===== src/rtl/alu_share_ctrl.sv =====
// ============================================================================
// Module      : alu_share_ctrl
// Description : Round-robin sharing of one WIDTH-bit add/AND ALU between two
//               valid/ready requesters, with a registered valid/ready response.
//               Optional macro ALU_GRANT_CNT_EN enables per-requester grant counters.
// Revision    : 1.0 - initial release
// ============================================================================
`default_nettype none

module alu_share_ctrl #(
  parameter int WIDTH = 4
) (
  input  logic             clk,
  input  logic             rst,
  input  logic             req0_valid,
  input  logic [WIDTH-1:0] req0_a,
  input  logic [WIDTH-1:0] req0_b,
  input  logic             req0_sel,
  output logic             req0_ready,
  input  logic             req1_valid,
  input  logic [WIDTH-1:0] req1_a,
  input  logic [WIDTH-1:0] req1_b,
  input  logic             req1_sel,
  output logic             req1_ready,
  output logic             rsp_valid,
  output logic             rsp_id,
  output logic [WIDTH-1:0] rsp_result,
  output logic             rsp_carry,
  input  logic             rsp_ready,
  output logic [7:0]       grant_cnt0,
  output logic [7:0]       grant_cnt1
);

  localparam logic [1:0] c_IDLE = 2'd0;
  localparam logic [1:0] c_EXEC = 2'd1;
  localparam logic [1:0] c_RESP = 2'd2;

  logic [1:0]       r_state;
  logic [1:0]       w_next_state;
  logic             r_prio;
  logic             w_grant0;
  logic             w_grant1;
  logic [WIDTH-1:0] r_a;
  logic [WIDTH-1:0] r_b;
  logic             r_sel;
  logic             r_id;
  logic [WIDTH:0]   w_sum;
  logic [WIDTH-1:0] w_alu_result;
  logic             w_alu_carry;
  logic [WIDTH-1:0] r_rsp_result;
  logic             r_rsp_carry;
  logic             r_rsp_id;

  // Arbitration: a lone valid wins outright; on contention the pointer decides.
  always_comb begin
    w_grant0 = 1'b0;
    w_grant1 = 1'b0;
    if (r_state == c_IDLE) begin
      if (req0_valid && req1_valid) begin
        w_grant0 = ~r_prio;
        w_grant1 = r_prio;
      end else begin
        w_grant0 = req0_valid;
        w_grant1 = req1_valid;
      end
    end
  end

  always_ff @(posedge clk or posedge rst) begin
    if (rst) r_state <= c_IDLE;
    else     r_state <= w_next_state;
  end

  always_comb begin
    w_next_state = r_state;
    case (r_state)
      c_IDLE:  if (w_grant0 || w_grant1) w_next_state = c_EXEC;
      c_EXEC:  w_next_state = c_RESP;
      c_RESP:  if (rsp_ready) w_next_state = c_IDLE;
      default: w_next_state = c_IDLE;
    endcase
  end

  // Readies are masked while reset is held so they read 0 during reset.
  always_comb begin
    req0_ready = w_grant0 & ~rst;
    req1_ready = w_grant1 & ~rst;
    rsp_valid  = (r_state == c_RESP);
  end

  always_ff @(posedge clk or posedge rst) begin
    if (rst) begin
      r_prio <= 1'b0;
      r_a    <= '0;
      r_b    <= '0;
      r_sel  <= 1'b0;
      r_id   <= 1'b0;
    end else if (w_grant0) begin
      r_prio <= 1'b1;
      r_a    <= req0_a;
      r_b    <= req0_b;
      r_sel  <= req0_sel;
      r_id   <= 1'b0;
    end else if (w_grant1) begin
      r_prio <= 1'b0;
      r_a    <= req1_a;
      r_b    <= req1_b;
      r_sel  <= req1_sel;
      r_id   <= 1'b1;
    end
  end

  always_comb begin
    w_sum        = {1'b0, r_a} + {1'b0, r_b};
    w_alu_result = r_sel ? (r_a & r_b) : w_sum[WIDTH-1:0];
    w_alu_carry  = r_sel ? 1'b0 : w_sum[WIDTH];
  end

  always_ff @(posedge clk or posedge rst) begin
    if (rst) begin
      r_rsp_result <= '0;
      r_rsp_carry  <= 1'b0;
      r_rsp_id     <= 1'b0;
    end else if (r_state == c_EXEC) begin
      r_rsp_result <= w_alu_result;
      r_rsp_carry  <= w_alu_carry;
      r_rsp_id     <= r_id;
    end
  end

  assign rsp_result = r_rsp_result;
  assign rsp_carry  = r_rsp_carry;
  assign rsp_id     = r_rsp_id;

`ifdef ALU_GRANT_CNT_EN
  logic [7:0] r_grant_cnt0;
  logic [7:0] r_grant_cnt1;

  always_ff @(posedge clk or posedge rst) begin
    if (rst) begin
      r_grant_cnt0 <= 8'd0;
      r_grant_cnt1 <= 8'd0;
    end else begin
      if (w_grant0) r_grant_cnt0 <= r_grant_cnt0 + 8'd1;
      if (w_grant1) r_grant_cnt1 <= r_grant_cnt1 + 8'd1;
    end
  end

  assign grant_cnt0 = r_grant_cnt0;
  assign grant_cnt1 = r_grant_cnt1;
`else
  assign grant_cnt0 = 8'd0;
  assign grant_cnt1 = 8'd0;
`endif

endmodule

`default_nettype wire

===== config.mk =====
export PLATFORM = sky130hd
export DESIGN_NAME = alu_share_ctrl
export DESIGN_NICKNAME = d
export VERILOG_FILES = /design/src/rtl/alu_share_ctrl.sv
export SDC_FILE = /design/constraint.sdc
export NUM_CORES = 1
export LEC_CHECK = 0
export BUFFER_PORTS_ARGS = -buffer_cell sky130_fd_sc_hd__buf_2
export CORE_UTILIZATION = 50
export CTS_CLUSTER_DIAMETER = 120
export DETAILED_ROUTE_END_ITERATION = 16
export PLACE_DENSITY_LB_ADDON = 0.1
export SETUP_SLACK_MARGIN = 0.15
export SKIP_CTS_REPAIR_TIMING = 1
export SYNTH_ARGS = -nofsm -noshare
export SYNTH_HDL_FRONTEND = slang
export SYNTH_SLANG_ARGS = --single-unit
export TNS_END_PERCENT = 100

===== constraint.sdc =====
create_clock -name clk -period 3.65 [get_ports clk]
set_input_delay 0.1825 -clock clk [delete_from_list [all_inputs] [get_ports clk]]
set_output_delay 0.1825 -clock clk [all_outputs]
set_load 0.03 [all_outputs]

==> impl_metrics.py <==
metrics = {
    "die": {
        "core_um2": 2040,
        "die-area_um2": 2470,
        "rows": 16,
        "start_util": 0.556,
        "die_w_um": 49.7,
        "io_pins": 48,
        "fp.dieH_um": 49.7,
    },
    "global_route": {
        "first_global_vias": 743,
        "grt_overflow_total": 0,
        "antenna_found_initial": 0,
        "grt_pass1_wl_um": 3230,
        "grt_max_degree": 22,
        "grt_usage": 0.179,
    },
    "power": {
        "clkPwrFrac": 0.106,
        "p_seq_frac": 0.378,
        "netSwitchingFraction": 0.430,
        "p_comb_frac": 0.516,
        "powerDensity_nw_per_um2": 821,
        "internal-power_uw": 583,
        "p_leak_uw": 0.000664,
        "ir_drop_mv": 0.415,
        "net-switching-power_uw": 440,
    },
    "drt": {
        "num_vias": 822,
        "wl_per_cell_um": 11.9,
        "drc_errors": 0,
        "drt_iter0_markers": 12,
        "drt-pass1-iter-count": 4,
        "drt_wl_total_um": 1920,
        "ant_nets": 0,
        "viasPerCell": 5.11,
    },
    "timing": {
        "tightestPinTransition_ps": 736,
        "timing.slew.headroom": 0.509,
        "finalMaxSlewViolations": 0,
        "skew_ps": 8.62,
        "grt_setup_unrepaired": "false",
        "setup_viol_count_final": 0,
        "setup_ws_ps": 1470,
        "period_share": 0.597,
        "setup_tns_ps": 0,
        "hold_slack_ps": -18.9,
        "clock.fmax_ghz": 0.459,
        "period_minus_slack_ps": 2180,
        "hold_viol_final": 19,
    },
    "synth": {
        "netlist.area_leader.share": 0.419,
        "synth_ff_type": "dfrtp_1",
        "synth_area_leaders": "dfrtp_1 (42%), buf_4 (11%), a221o_1 (7.9%)",
        "synth_edf_count": 0,
        "synthArstFlopShare": 1.00,
        "yosysTopAreaCell": "dfrtp_1",
        "ys_ff_latch": 19,
        "ys_types": 31,
        "synthTopCellsByCount": "dfrtp_1 (19), buf_4 (16), a21boi_1 (9), a221o_1 (9), nand2_1 (5)",
        "yosysSeqAreaShare": 0.419,
        "yosysWarnings": 0,
        "netlist_instances": 106,
        "syn_area_um2": 1140,
        "avgSynthCellArea_um2": 10.7,
        "synth.most_common_cell": "dfrtp_1",
    },
    "run_status": {
        "status": "finished with violations",
        "violations": "hold timing",
    },
    "setup_path": {
        "startpoint_type": "flop",
        "path_max_fanout": 14,
        "cp.required_ps": 3470,
        "critPathArrivalTime_ps": 2000,
        "worst-r2r-cell-count": 3,
        "end_kind": "output pin",
        "critical_path_class": "reg -> out",
    },
    "final_layout": {
        "area_delta_synth_final_pct": 9.69,
        "fillCellCount": 181,
        "drive_gt1_frac": 0.284,
        "nets": 163,
        "antenna_cells": 0,
    },
    "hold_path": {
        "hold_class": "in -> async",
    },
    "placement": {
        "place.gp.congestion": 0.799,
        "pre_cts_slack_ps": 1830,
        "dpl.hpwl_um": 1460,
        "port_buffers": 31,
    },
    "clock_tree": {
        "numCtsBuffers": 3,
        "clockBufferDepth": 2,
        "cts_sinks": 19,
        "cts-root-buf": "clkbuf_4",
        "cts-htree-levels": 1,
        "cts.clk_slew.worst_paths_ps": 110,
        "cts_tree": "built",
        "clk_latency_ps": 300,
    },
    "flow_run": {
        "drv_cap": 0,
    },
}
registers in the layout, summed over array words and instances, names as in the netlist:
name        count
rsp_id          1
r_prio          1
rsp_result      4
rsp_carry       1
r_b             4
r_id            1
r_state         2
r_sel           1
r_a             4
through the flow:
step                      cell area, um2  std cells  power (uW)  hold WS (ps)   util
after floorplan                     1190        121         840           144      -
final                               1250        161        1020         -18.9  0.610
after global routing                1250        161        1110          33.1  0.610
after detailed placement            1220        157         922           347  0.597
after global placement              1220        157         910           337  0.597
after CTS                           1250        161        1030          6.30  0.610
power groups by stage:
stage	combinational [uW]	clock (uW)	sequential, uW
after floorplan	425	0	416
after global placement	523	0	387
after detailed placement	530	0	392
after CTS	533	112	388
after global routing	588	122	404
final	528	108	387
final timing paths:
path,slack (ps),to,start
setup / recovery,1470,req1_ready,r_state[1]$_DFFE_PP0P_
hold / removal,-20,r_b[1]$_DFFE_PP0P_,rst
setup reg to reg,2050,r_sel$_DFFE_PP0P_,r_state[1]$_DFFE_PP0P_
hold reg to reg,490,rsp_result[2]$_DFFE_PP0N_,rsp_result[2]$_DFFE_PP0N_
max in group asynchronous,3200,r_state[0]$_DFFE_PP0P_,rst
min in group clk,80,r_state[1]$_DFFE_PP0P_,rsp_ready
metal layers:
metal	vias to the layer above	part of all wire	wire, um	track usage
li1	405	-	-	-
met2	42	0.47	904	0.286
met5	-	0	0	0
met1	370	0.45	861	0.224
met4	0	0.022	42	0.100
met3	5	0.057	109	0.0370
placed cells by master, fill, tap and decap left out, types with 2 or more instances in the layout:
| master | n |
|---|---|
| a21boi_1 | 9 |
| a21oi_1 | 3 |
| a221o_1 | 9 |
| and2_1 | 3 |
| and3_1 | 2 |
| buf_2 | 31 |
| clkbuf_4 | 3 |
| conb_1 | 16 |
| dfrtp_1 | 19 |
| ha_1 | 4 |
| inv_1 | 3 |
| mux2i_1 | 4 |
| nand2_1 | 5 |
| nand2b_1 | 3 |
| o21ai_0 | 4 |
logic make-up (layout without fill, tap and decap cells):
family,count (synthesis),count (layout),synth area share
other cells,1,16,0.00330
xor+xnor,1,1,0.00771
mux,5,5,0.0452
simple gates,20,20,0.106
buf+inv,25,38,0.153
compound gates,30,30,0.205
flops,19,19,0.419
fa+ha+maj,5,5,0.0617
cell type report:
cell class	instances	area [um2]	area share
multi-input cells	77	543	0.436
flip-flops and latches	19	475	0.382
repair buffers	31	155	0.124
well taps	27	33.8	0.0271
clock buffers	3	22.5	0.0181
inverters	3	11.3	0.00904
clock inverters	1	5.00	0.00402
worst max-delay path, stage by stage, from the launching register on:
cell and delay [ps]:
dfrtp_1 420, nor2_2 420, and3_1 480, and2_1 170
buf_2 190
Power figures use the tool's default switching activity.
